**src/rtl/vga_timing_pattern.sv**
```systemverilog
// vga_timing_pattern: parametrised VGA timing generator with a selectable test
// pattern. The horizontal and vertical counters form the timing base. Every
// output is registered from the counters and from the frame-latched mode, so
// sync, data-enable, coordinates and colour stay aligned with a fixed 1-clock
// latency.
module vga_timing_pattern #(
  parameter int H_ACTIVE = 640,
  parameter int H_FP     = 16,
  parameter int H_SYNC   = 96,
  parameter int H_BP     = 48,
  parameter int V_ACTIVE = 480,
  parameter int V_FP     = 10,
  parameter int V_SYNC   = 2,
  parameter int V_BP     = 33,
  parameter bit HS_POL   = 1'b0,
  parameter bit VS_POL   = 1'b0,
  parameter int COLOR_W  = 4,
  parameter int CHK_LOG2 = 3
) (
  input  logic                 clk_pix,
  input  logic                 rst_n,
  input  logic [1:0]           mode,
  input  logic [3*COLOR_W-1:0] solid_rgb,
  output logic                 vga_hs,
  output logic                 vga_vs,
  output logic                 vga_de,
  output logic [COLOR_W-1:0]   vga_r,
  output logic [COLOR_W-1:0]   vga_g,
  output logic [COLOR_W-1:0]   vga_b,
  output logic [11:0]          pix_x,
  output logic [11:0]          pix_y,
  output logic                 frame_start
);

  localparam int H_TOTAL = H_ACTIVE + H_FP + H_SYNC + H_BP;
  localparam int V_TOTAL = V_ACTIVE + V_FP + V_SYNC + V_BP;
  localparam int BAR_W   = H_ACTIVE / 8;

  localparam logic [11:0] H_LAST     = 12'(H_TOTAL - 1);
  localparam logic [11:0] V_LAST     = 12'(V_TOTAL - 1);
  localparam logic [11:0] H_ACT      = 12'(H_ACTIVE);
  localparam logic [11:0] V_ACT      = 12'(V_ACTIVE);
  localparam logic [11:0] H_ACT_LAST = 12'(H_ACTIVE - 1);
  localparam logic [11:0] HS_START   = 12'(H_ACTIVE + H_FP);
  localparam logic [11:0] HS_END     = 12'(H_ACTIVE + H_FP + H_SYNC);
  localparam logic [11:0] VS_START   = 12'(V_ACTIVE + V_FP);
  localparam logic [11:0] VS_END     = 12'(V_ACTIVE + V_FP + V_SYNC);
  localparam logic [11:0] BAR_LAST   = 12'(BAR_W - 1);

  localparam logic [1:0] MODE_BARS     = 2'd0;
  localparam logic [1:0] MODE_CHECKER  = 2'd1;
  localparam logic [1:0] MODE_GRADIENT = 2'd2;

  logic [11:0]        h_cnt;
  logic [11:0]        v_cnt;
  logic [11:0]        bar_px;     // pixel offset inside the current colour bar
  logic [2:0]         bar_k;      // index of the bar that h_cnt lies in
  logic [1:0]         mode_q;

  logic               h_wrap;
  logic               frame_end;
  logic               active;
  logic               hs_on;
  logic               vs_on;
  logic [2:0]         bar_c;
  logic               chk_white;
  logic [COLOR_W-1:0] r_nxt;
  logic [COLOR_W-1:0] g_nxt;
  logic [COLOR_W-1:0] b_nxt;

  assign h_wrap    = (h_cnt == H_LAST);
  assign frame_end = h_wrap && (v_cnt == V_LAST);
  assign active    = (h_cnt < H_ACT) && (v_cnt < V_ACT);
  assign hs_on     = (h_cnt >= HS_START) && (h_cnt < HS_END);
  assign vs_on     = (v_cnt >= VS_START) && (v_cnt < VS_END);
  // Bars run white..black, so the colour code 7-k is the bitwise inverse of k.
  assign bar_c     = ~bar_k;
  assign chk_white = h_cnt[CHK_LOG2] ^ v_cnt[CHK_LOG2];

  // Raster counters: h_cnt runs every clock, v_cnt steps when h_cnt wraps.
  // NOTE: sequential state uses non-blocking assignments so every register
  // samples the pre-edge values, independent of block ordering.
  always_ff @(posedge clk_pix or negedge rst_n) begin
    if (!rst_n) begin
      h_cnt <= '0;
      v_cnt <= '0;
    end else if (h_wrap) begin
      h_cnt <= '0;
      v_cnt <= (v_cnt == V_LAST) ? 12'd0 : v_cnt + 12'd1;
    end else begin
      h_cnt <= h_cnt + 12'd1;
    end
  end

  // Bar tracker: follows h_cnt so the bar index needs no divider; it is
  // restarted at every line wrap and holds once the last bar is reached.
  always_ff @(posedge clk_pix or negedge rst_n) begin
    if (!rst_n) begin
      bar_px <= '0;
      bar_k  <= '0;
    end else if (h_wrap) begin
      bar_px <= '0;
      bar_k  <= '0;
    end else if (h_cnt < H_ACT_LAST) begin
      if (bar_px == BAR_LAST) begin
        bar_px <= '0;
        bar_k  <= bar_k + 3'd1;
      end else begin
        bar_px <= bar_px + 12'd1;
      end
    end
  end

  // Pattern select is latched only on the last clock of the frame so a
  // frame is never drawn with two different patterns.
  always_ff @(posedge clk_pix or negedge rst_n) begin
    if (!rst_n) begin
      mode_q <= MODE_BARS;
    end else if (frame_end) begin
      mode_q <= mode;
    end
  end

  // Pattern colour for the pixel at the current counter position.
  // NOTE: every output gets a default first, so no path can infer a latch;
  // blanking falls out of those defaults.
  always_comb begin
    r_nxt = '0;
    g_nxt = '0;
    b_nxt = '0;
    if (active) begin
      case (mode_q)
        MODE_BARS: begin
          r_nxt = {COLOR_W{bar_c[2]}};
          g_nxt = {COLOR_W{bar_c[1]}};
          b_nxt = {COLOR_W{bar_c[0]}};
        end
        MODE_CHECKER: begin
          r_nxt = {COLOR_W{chk_white}};
          g_nxt = {COLOR_W{chk_white}};
          b_nxt = {COLOR_W{chk_white}};
        end
        MODE_GRADIENT: begin
          r_nxt = h_cnt[COLOR_W-1:0];
          g_nxt = v_cnt[COLOR_W-1:0];
          b_nxt = h_cnt[COLOR_W-1:0] ^ v_cnt[COLOR_W-1:0];
        end
        default: begin
          r_nxt = solid_rgb[3*COLOR_W-1:2*COLOR_W];
          g_nxt = solid_rgb[2*COLOR_W-1:COLOR_W];
          b_nxt = solid_rgb[COLOR_W-1:0];
        end
      endcase
    end
  end

  // Output register stage: all video outputs share the same single clock of latency.
  always_ff @(posedge clk_pix or negedge rst_n) begin
    if (!rst_n) begin
      vga_hs      <= ~HS_POL;
      vga_vs      <= ~VS_POL;
      vga_de      <= 1'b0;
      vga_r       <= '0;
      vga_g       <= '0;
      vga_b       <= '0;
      pix_x       <= '0;
      pix_y       <= '0;
      frame_start <= 1'b0;
    end else begin
      vga_hs      <= hs_on ? HS_POL : ~HS_POL;
      vga_vs      <= vs_on ? VS_POL : ~VS_POL;
      vga_de      <= active;
      vga_r       <= r_nxt;
      vga_g       <= g_nxt;
      vga_b       <= b_nxt;
      pix_x       <= active ? h_cnt : 12'd0;
      pix_y       <= active ? v_cnt : 12'd0;
      frame_start <= (h_cnt == 12'd0) && (v_cnt == 12'd0);
    end
  end

endmodule

```
**config.mk**
```make
export PLATFORM = sky130hd
export DESIGN_NAME = vga_timing_pattern
export DESIGN_NICKNAME = d
export VERILOG_FILES = /design/src/rtl/vga_timing_pattern.sv
export SDC_FILE = /design/constraint.sdc
export NUM_CORES = 1
export LEC_CHECK = 0
export ABC_CLOCK_PERIOD_IN_PS = 2600
export CAP_MARGIN = 20
export CORE_MARGIN = 2
export CORE_UTILIZATION = 50
export DETAILED_ROUTE_END_ITERATION = 6
export PLACE_DENSITY = 0.82
export REMOVE_ABC_BUFFERS = 1
export SLEW_MARGIN = 20
export SYNTH_ARGS = -nofsm -noshare
export SYNTH_HDL_FRONTEND = slang
export SYNTH_SLANG_ARGS = --single-unit
export TNS_END_PERCENT = 20
```
**constraint.sdc**
```tcl
create_clock -name clk_pix -period 2.6 [get_ports clk_pix]
set_clock_uncertainty 0.1 [all_clocks]
set_input_delay 0.39 -clock clk_pix [delete_from_list [all_inputs] [get_ports clk_pix]]
set_output_delay 0.39 -clock clk_pix [all_outputs]
set_load 0.005 [all_outputs]
```
==> results of run 1 <==
## logic make-up after synthesis
family	after synthesis	share of synthesized area, %
compound gates	56	8.67
xor+xnor	19	4.38
fa+ha+maj	6	1.98
buf+inv	39	4.18
flops	81	53.4
mux	12	5.86
other cells	1	0.0988
simple gates	138	21.4
## sequential cells by signal, indices dropped and copies added (netlist names), 2 cells and up
name    count
bar_px     12
pix_y      12
mode_q      2
vga_b       4
h_cnt      12
vga_r       4
pix_x      12
vga_g       4
bar_k       3
v_cnt      12
## placed cells by master (no fill, tap or decap), types with 2 or more instances in the layout
| cell type | instances |
|---|---|
| a211oi_1 | 6 |
| a21oi_1 | 21 |
| and2_1 | 13 |
| and3_1 | 4 |
| and4_1 | 4 |
| buf_4 | 13 |
| clkbuf_1 | 2 |
| clkbuf_8 | 9 |
| clkdlybuf4s50_1 | 54 |
| clkinv_2 | 2 |
| conb_1 | 5 |
| dfrtp_1 | 79 |
| dfstp_2 | 2 |
| ha_1 | 6 |
| inv_1 | 14 |
| mux2_1 | 2 |
| mux2i_1 | 2 |
| mux4_2 | 8 |
| nand2_1 | 16 |
| nand3_1 | 28 |
| nand4_1 | 12 |
| nor2_1 | 17 |
| nor2b_1 | 10 |
| nor3_1 | 5 |
| nor3_2 | 3 |
| nor4_1 | 3 |
| nor4b_1 | 2 |
| o21ai_0 | 9 |
| o21ai_1 | 10 |
| or3_1 | 5 |
| or4_1 | 9 |
| xnor2_1 | 5 |
| xor2_1 | 14 |
## per-layer routing
layer	part of all wire, %	vias up	GRT usage, %
li1	-	1371	-
met5	0	-	0
met2	51	96	34.0
met3	5.0	16	3.15
met1	42	1461	28.1
met4	1.8	0	8.84
## synthesized netlist by cell type (2+ instances only)
library cell	instances	share of area [%]
clkbuf_1	18	1.8
nor3_2	3	0.79
dfrtp_1	79	52
o21ai_0	9	1.2
nor2_1	17	1.7
nor2b_1	10	1.6
nand4_1	12	2.0
and2_1	13	2.1
ha_1	6	2.0
mux2_1	2	0.59
mux4_2	8	4.7
o21ai_1	10	1.3
and3_1	4	0.66
nor3_1	5	0.66
or4_1	9	1.8
nand3_1	28	3.7
a21oi_1	21	2.8
nor4b_1	2	0.46
a211oi_1	6	1.2
buf_2	4	0.53
dfstp_2	2	1.4
and4_1	4	0.92
or3_1	5	0.82
nor4_1	3	0.49
mux2i_1	2	0.53
inv_1	14	1.4
xor2_1	14	3.2
xnor2_1	5	1.2
nand2_1	16	1.6
## worst register-to-register path, delay by kind of cell (launching register included)
kind                       cells  cell delay, ns
adders and majority gates      1            0.24
DFF                            1            0.48
and+or+nand+nor                3            1.14
buffers and inverters          1            0.19
xor gates and xnor gates       1            0.17
## power groups by stage
stage	Sequential [mW]	Clock (mW)	Combinational [mW]
floorplan	1.29	0	0.00171
global placement	1.29	0	0.0619
detailed placement	1.29	0	0.0623
CTS	1.26	0.906	0.0634
global route	1.26	0.967	0.0683
finish	1.26	0.884	0.0611
## how the worst min path moves through the flow
stage                            to  slack [ns]
final                     v_cnt[11]        0.41
after global routing      h_cnt[11]        0.42
after CTS                 h_cnt[11]        0.40
after detailed placement     vga_de        0.31
after global placement     pix_y[7]        0.30
after floorplan            bar_k[0]      -0.006
## through the flow
stage / area, µm² / hold slack (ns) / utilization (%) / setup TNS, ns
2_1_floorplan: 3710 / -0.00559 / - / -0.00935
3_3_place_gp: 4490 / 0.304 / 61.6 / 0
3_5_place_dp: 4490 / 0.308 / 61.6 / 0
4_1_cts: 4690 / 0.404 / 64.3 / 0
5_1_grt: 4690 / 0.417 / 64.3 / 0
6_report: 4690 / 0.411 / 64.3 / 0
## layout make-up
type	instances	area, µm²	area share [%]
flip-flops and latches	81	2030	43.3
well taps	99	124	2.64
inverters	15	56.3	1.20
multi-input cells	236	1620	34.6
clock buffers	11	131	2.80
repair buffers	69	668	14.2
clock inverters	5	56.3	1.20
## what timing repair did
action	4_1_cts	5_1_grt
endpoints found under the setup margin	0	0
hold endpoints to repair	38	0
hold buffers	1	0
==> flow_summary_export.csv, run 1 <==
group,metric,value,unit
yosys,ys.flop_type,"dfrtp_1",
sta,worst_slew_pin_slew,0.609,ns
place,dp_cells,499,
hold_path,hp-start,"v_cnt[11]",
power_and_ir_drop,power.density,471,nW/µm²
clock_tree,cts_tree,"built",
power_and_ir_drop,finalPower,2.21,mW
detailed_routing,drtIter0Drc,215,
hold_path,min_path_cells,1,
setup_path,critPathMaxFanout,9,
yosys,synth_edf_count,0,
floorplan,core_area,7290,µm²
setup_path,crit_type,"reg2reg",
final_layout,nFillCells,584,
setup_path,critPathLaunchType,"register",
final_layout,drive_above_1_share,11.3,%
yosys,synth-seq-cells,81,
outcome,status,"completed",
yosys,syn_area,3800,µm²
setup_path,worstPathArrival,2.57,ns
setup_path,reg2reg_slack,0.20,ns
sta,drv_slew,0,
yosys,syn_inst,352,
power_and_ir_drop,power.share.sequential,57.2,%
sta,rsz0062_at_grt,"false",
sta,finalHoldViolations,0,
sta,slew_headroom,59.3,%
setup_path,slowest_stage,"or4_1",
clock_tree,clk_latency,0.35,ns
flow_run,drv_cap,0,
sta,setup_ws,0.203,ns
power_and_ir_drop,internal_power,1.74,mW
detailed_routing,drt_wl_total,8020,µm
place,dp_hpwl,5550,µm
clock_tree,post_cts_buffers,0,
clock_tree,cts_buffers,9,
hold_path,hold_class,"reg2reg",
place,globalplace.congestion,0.877,
power_and_ir_drop,peakVddDrop,0.235,mV
clock_tree,clk_pin_slew_worst_paths,0.08,ns
floorplan,io_pins,56,
power_and_ir_drop,p_clk_share,40.0,%
setup_path,critPathBufInv,1,
setup_path,r2r_start,"h_cnt[0]",
sta,max_freq,417,MHz
clock_tree,ctsRootBufferMaster,"clkbuf_8",
detailed_routing,viasPerCell,5.71,
yosys,async_flop_share,100,%
setup_path,worstPathRequired,2.78,ns
yosys,synth_area_per_cell,10.8,µm²
global_route,grt_pass1_vias,2854,
global_route,grt-ovfl-total,0,
final_layout,final-instance-count-excl-fill,516,
detailed_routing,drt-pass1-iter-count,4,
floorplan,start_util,52.1,%
power_and_ir_drop,p_switching,0.473,mW
setup_path,max_stage_delay,0.62,ns
clock_tree,htreeDepth,3,
clock_tree,cts_resized,0,
clock_tree,cts.sinks,81,
floorplan,die_w,91.2,µm
final_layout,final_nets,434,
final_layout,area_growth,23.5,%
setup_path,worst-path-stages,6,
floorplan,die_h,91.2,µm
global_route,grt_max_degree,43,
setup_path,crit_path_end_kind,"register",
place,io_buffers,55,
global_route,grt_pass1_wl,13800,µm
setup_path,crit_chain,"ha_1 > nand4_1 > or4_1 > buf_4 > nor4_4 > xor2_1",
floorplan,die-area,8310,µm²
yosys,yosys_warnings,0,
detailed_routing,ant_nets,0,
yosys,seq_area_frac_synth,53.4,%
setup_path,startpoint,"h_cnt[0]",
detailed_routing,vias,2944,
setup_path,critPathTopFamily,"simple AND/OR/NAND/NOR gates",
global_route,grt.total_usage,20.9,%
yosys,ys_types,50,
detailed_routing,drt-wirelength-per-cell,15.5,µm
final_layout,antennaDiodeCount,0,
setup_path,r2r-end,"v_cnt[10]",
clock_tree,clockBufferDepth,2,
power_and_ir_drop,p_sw_share,21.4,%
global_route,antenna_found_initial,0,
setup_path,cp-endpoint,"v_cnt[10]",
sta,finalCritPeriodShare,92.2,%
setup_path,reg2reg_depth,6,
sta,setup_violations,0,
floorplan,row_count,31,
detailed_routing,drc,0,
place,preCtsSetupSlack,0.219,ns
power_and_ir_drop,power_frac_comb,2.8,%
power_and_ir_drop,leakage,2.00,nW
sta,period_minus_slack,2.40,ns
(Power assumes the default switching activity.)
==> run 2: changes to the inputs <==
ABC_CLOCK_PERIOD_IN_PS = 3070   (was 2600)
CTS_BUF_LIST = sky130_fd_sc_hd__clkbuf_4 sky130_fd_sc_hd__clkbuf_8   (was unset)
clock period = 3.07 ns   (was 2.6 ns; I/O delays follow)
==> run 2 against run 1 <==
  * Combinational power fell by 14%
  * Worst hold slack barely moved
  * Count of clock-buffer cells in the layout shrank 1
  * Core utilization fell by 0.24 points
  * Non-clock buffer count fell by 7
  * Flip-flop and latch count did not move
  * Final cell count down 1.4%
  * Setup slack better by 0.22 ns
  * Power decreased by 12%
  * Maximum frequency is 9.5% lower
  * Critical path depth decreased by 1
  * Wire length barely moved
  * Critical endpoint is now v_cnt[9]
==> flow_summary_export.csv, run 2 (synthesis results as in run 1) <==
group,metric,value,unit
clock_tree,htreeDepth,3,
floorplan,core_area,7290,µm²
power_and_ir_drop,power_frac_comb,2.7,%
clock_tree,ctsRootBufferMaster,"clkbuf_8",
sta,drv_slew,0,
setup_path,critPathMostFrequentCell,"or4_1",
floorplan,die-area,8310,µm²
global_route,grt_pass1_vias,2798,
place,dpl-instance-area,4420,µm²
flow_run,drv_cap,0,
outcome,status,"completed",
power_and_ir_drop,power.share.sequential,54.8,%
place,globalplace.congestion,0.949,
sta,finalCritPeriodShare,86.3,%
setup_path,reg2reg_depth,5,
place,io_buffers,55,
hold_path,hold_class,"reg2reg",
power_and_ir_drop,leakage,1.99,nW
setup_path,critPathMaxFanout,11,
setup_path,slowest_stage,"or4_1",
global_route,grt_pass1_wl,13500,µm
setup_path,worstPathArrival,2.82,ns
sta,worst_slew_pin_slew,0.604,ns
hold_path,hold_end,"h_cnt[11]",
clock_tree,cts.sinks,81,
setup_path,critPathLaunchType,"register",
sta,rsz0062_at_grt,"false",
setup_path,critPathBufInv,0,
power_and_ir_drop,p_sw_share,20.1,%
sta,setup_ws,0.422,ns
power_and_ir_drop,p_switching,0.394,mW
detailed_routing,drt_wl_total,8020,µm
detailed_routing,drt-pass1-iter-count,5,
floorplan,row_count,31,
sta,finalHoldViolations,0,
global_route,antenna_found_initial,0,
sta,whs,0.411,ns
floorplan,io_pins,56,
sta,setup_violations,0,
global_route,grt.total_usage,20.3,%
setup_path,worstPathRequired,3.24,ns
setup_path,max_stage_delay,0.79,ns
floorplan,die_h,91.2,µm
clock_tree,clk_latency,0.35,ns
clock_tree,post_cts_buffers,0,
setup_path,crit_chain,"ha_1 > nand4_1 > or4_1 > or4_1 > o21ai_0",
sta,period_minus_slack,2.65,ns
place,dp_hpwl,5500,µm
clock_tree,clk_pin_slew_worst_paths,0.08,ns
floorplan,die_w,91.2,µm
final_layout,final-instance-count-excl-fill,509,
clock_tree,clockBufferDepth,2,
detailed_routing,drc,0,
setup_path,reg2reg_slack,0.42,ns
place,preCtsSetupSlack,0.501,ns
hold_path,hp-start,"h_cnt[11]",
clock_tree,cts_buffers,9,
setup_path,crit_path_end_kind,"register",
detailed_routing,drt-wirelength-per-cell,15.8,µm
sta,fin_setup_tns,0,ns
final_layout,final_cell_mix,"dfrtp_1, clkdlybuf4s50_1, nand3_1",
sta,max_freq,378,MHz
power_and_ir_drop,power.density,418,nW/µm²
detailed_routing,ant_nets,0,
power_and_ir_drop,p_clk_share,42.6,%
final_layout,mostFrequentLayoutCell,"dfrtp_1",
sta,slew_headroom,59.6,%
setup_path,critPathTopFamily,"simple AND/OR/NAND/NOR gates",
final_layout,final_nets,427,
detailed_routing,vias,2873,
setup_path,r2r-end,"v_cnt[9]",
final_layout,area_growth,23.0,%
final_layout,final_area,4670,µm²
setup_path,crit_type,"reg2reg",
final_layout,drive_above_1_share,10.2,%
clock_tree,cts_tree,"built",
detailed_routing,drtIter0Drc,140,
power_and_ir_drop,internal_power,1.56,mW
power_and_ir_drop,peakVddDrop,0.192,mV
global_route,grt-ovfl-total,0,
setup_path,r2r_start,"h_cnt[0]",
global_route,grt_max_degree,82,
final_layout,antennaDiodeCount,0,
floorplan,start_util,52.1,%
clock_tree,cts_resized,0,
detailed_routing,viasPerCell,5.64,
place,dp_cells,491,
hold_path,min_path_cells,1,
-- run 2: worst register-to-register path, cell delays in order (launching register included) --
cell and delay, ns:
dfrtp_1 0.48, ha_1 0.25, nand4_1 0.33, or4_1 0.79
or4_1 0.54, o21ai_0 0.09
-- run 2: worst max-delay path by stage --
stage / from / to / slack (ns) / cells past startpoint
5_1_grt: h_cnt[0] / v_cnt[9] / 0.33 / 5
3_5_place_dp: h_cnt[0] / v_cnt[9] / 0.50 / 5
3_3_place_gp: h_cnt[0] / v_cnt[9] / 0.62 / 5
2_1_floorplan: h_cnt[0] / h_cnt[9] / 0.46 / 5
4_1_cts: h_cnt[0] / v_cnt[9] / 0.49 / 5
6_report: h_cnt[0] / v_cnt[9] / 0.42 / 5
-- run 2: layout make-up --
type,instances,area [µm²]
fillers,613,2620
clock buffers,10,131
multi-input cells,236,1620
clock inverters,6,83.8
flip-flops and latches,81,2030
inverters,15,56.3
repair buffers,62,623
well taps,99,124
-- run 2: through the flow --
step,util [%],power (mW)
after floorplan,-,1.09
after global placement,60.6,1.14
after detailed placement,60.6,1.14
after CTS,63.6,1.97
after global routing,64.1,2.02
final,64.1,1.95
-- run 2: what timing repair did --
action | CTS | global route
setup endpoints to repair | 0 | 0
endpoints found under the hold margin | 0 | 34
hold buffers | 0 | 1
-- run 2: power groups by stage --
stage | clock network [mW] | registers [mW] | logic, mW
2_1_floorplan | 0 | 1.09 | 0.00144
3_3_place_gp | 0 | 1.09 | 0.0486
3_5_place_dp | 0 | 1.09 | 0.0487
4_1_cts | 0.851 | 1.07 | 0.0486
5_1_grt | 0.896 | 1.07 | 0.0585
6_report | 0.832 | 1.07 | 0.0524
-- run 2: routing by layer --
metal / GRT usage, % / vias up / wire length (µm)
li1: - / 1359 / -
met1: 26.5 / 1410 / 3410
met5: 0 / - / 0
met2: 33.5 / 92 / 4070
met4: 7.32 / 0 / 134
met3: 4.32 / 12 / 405
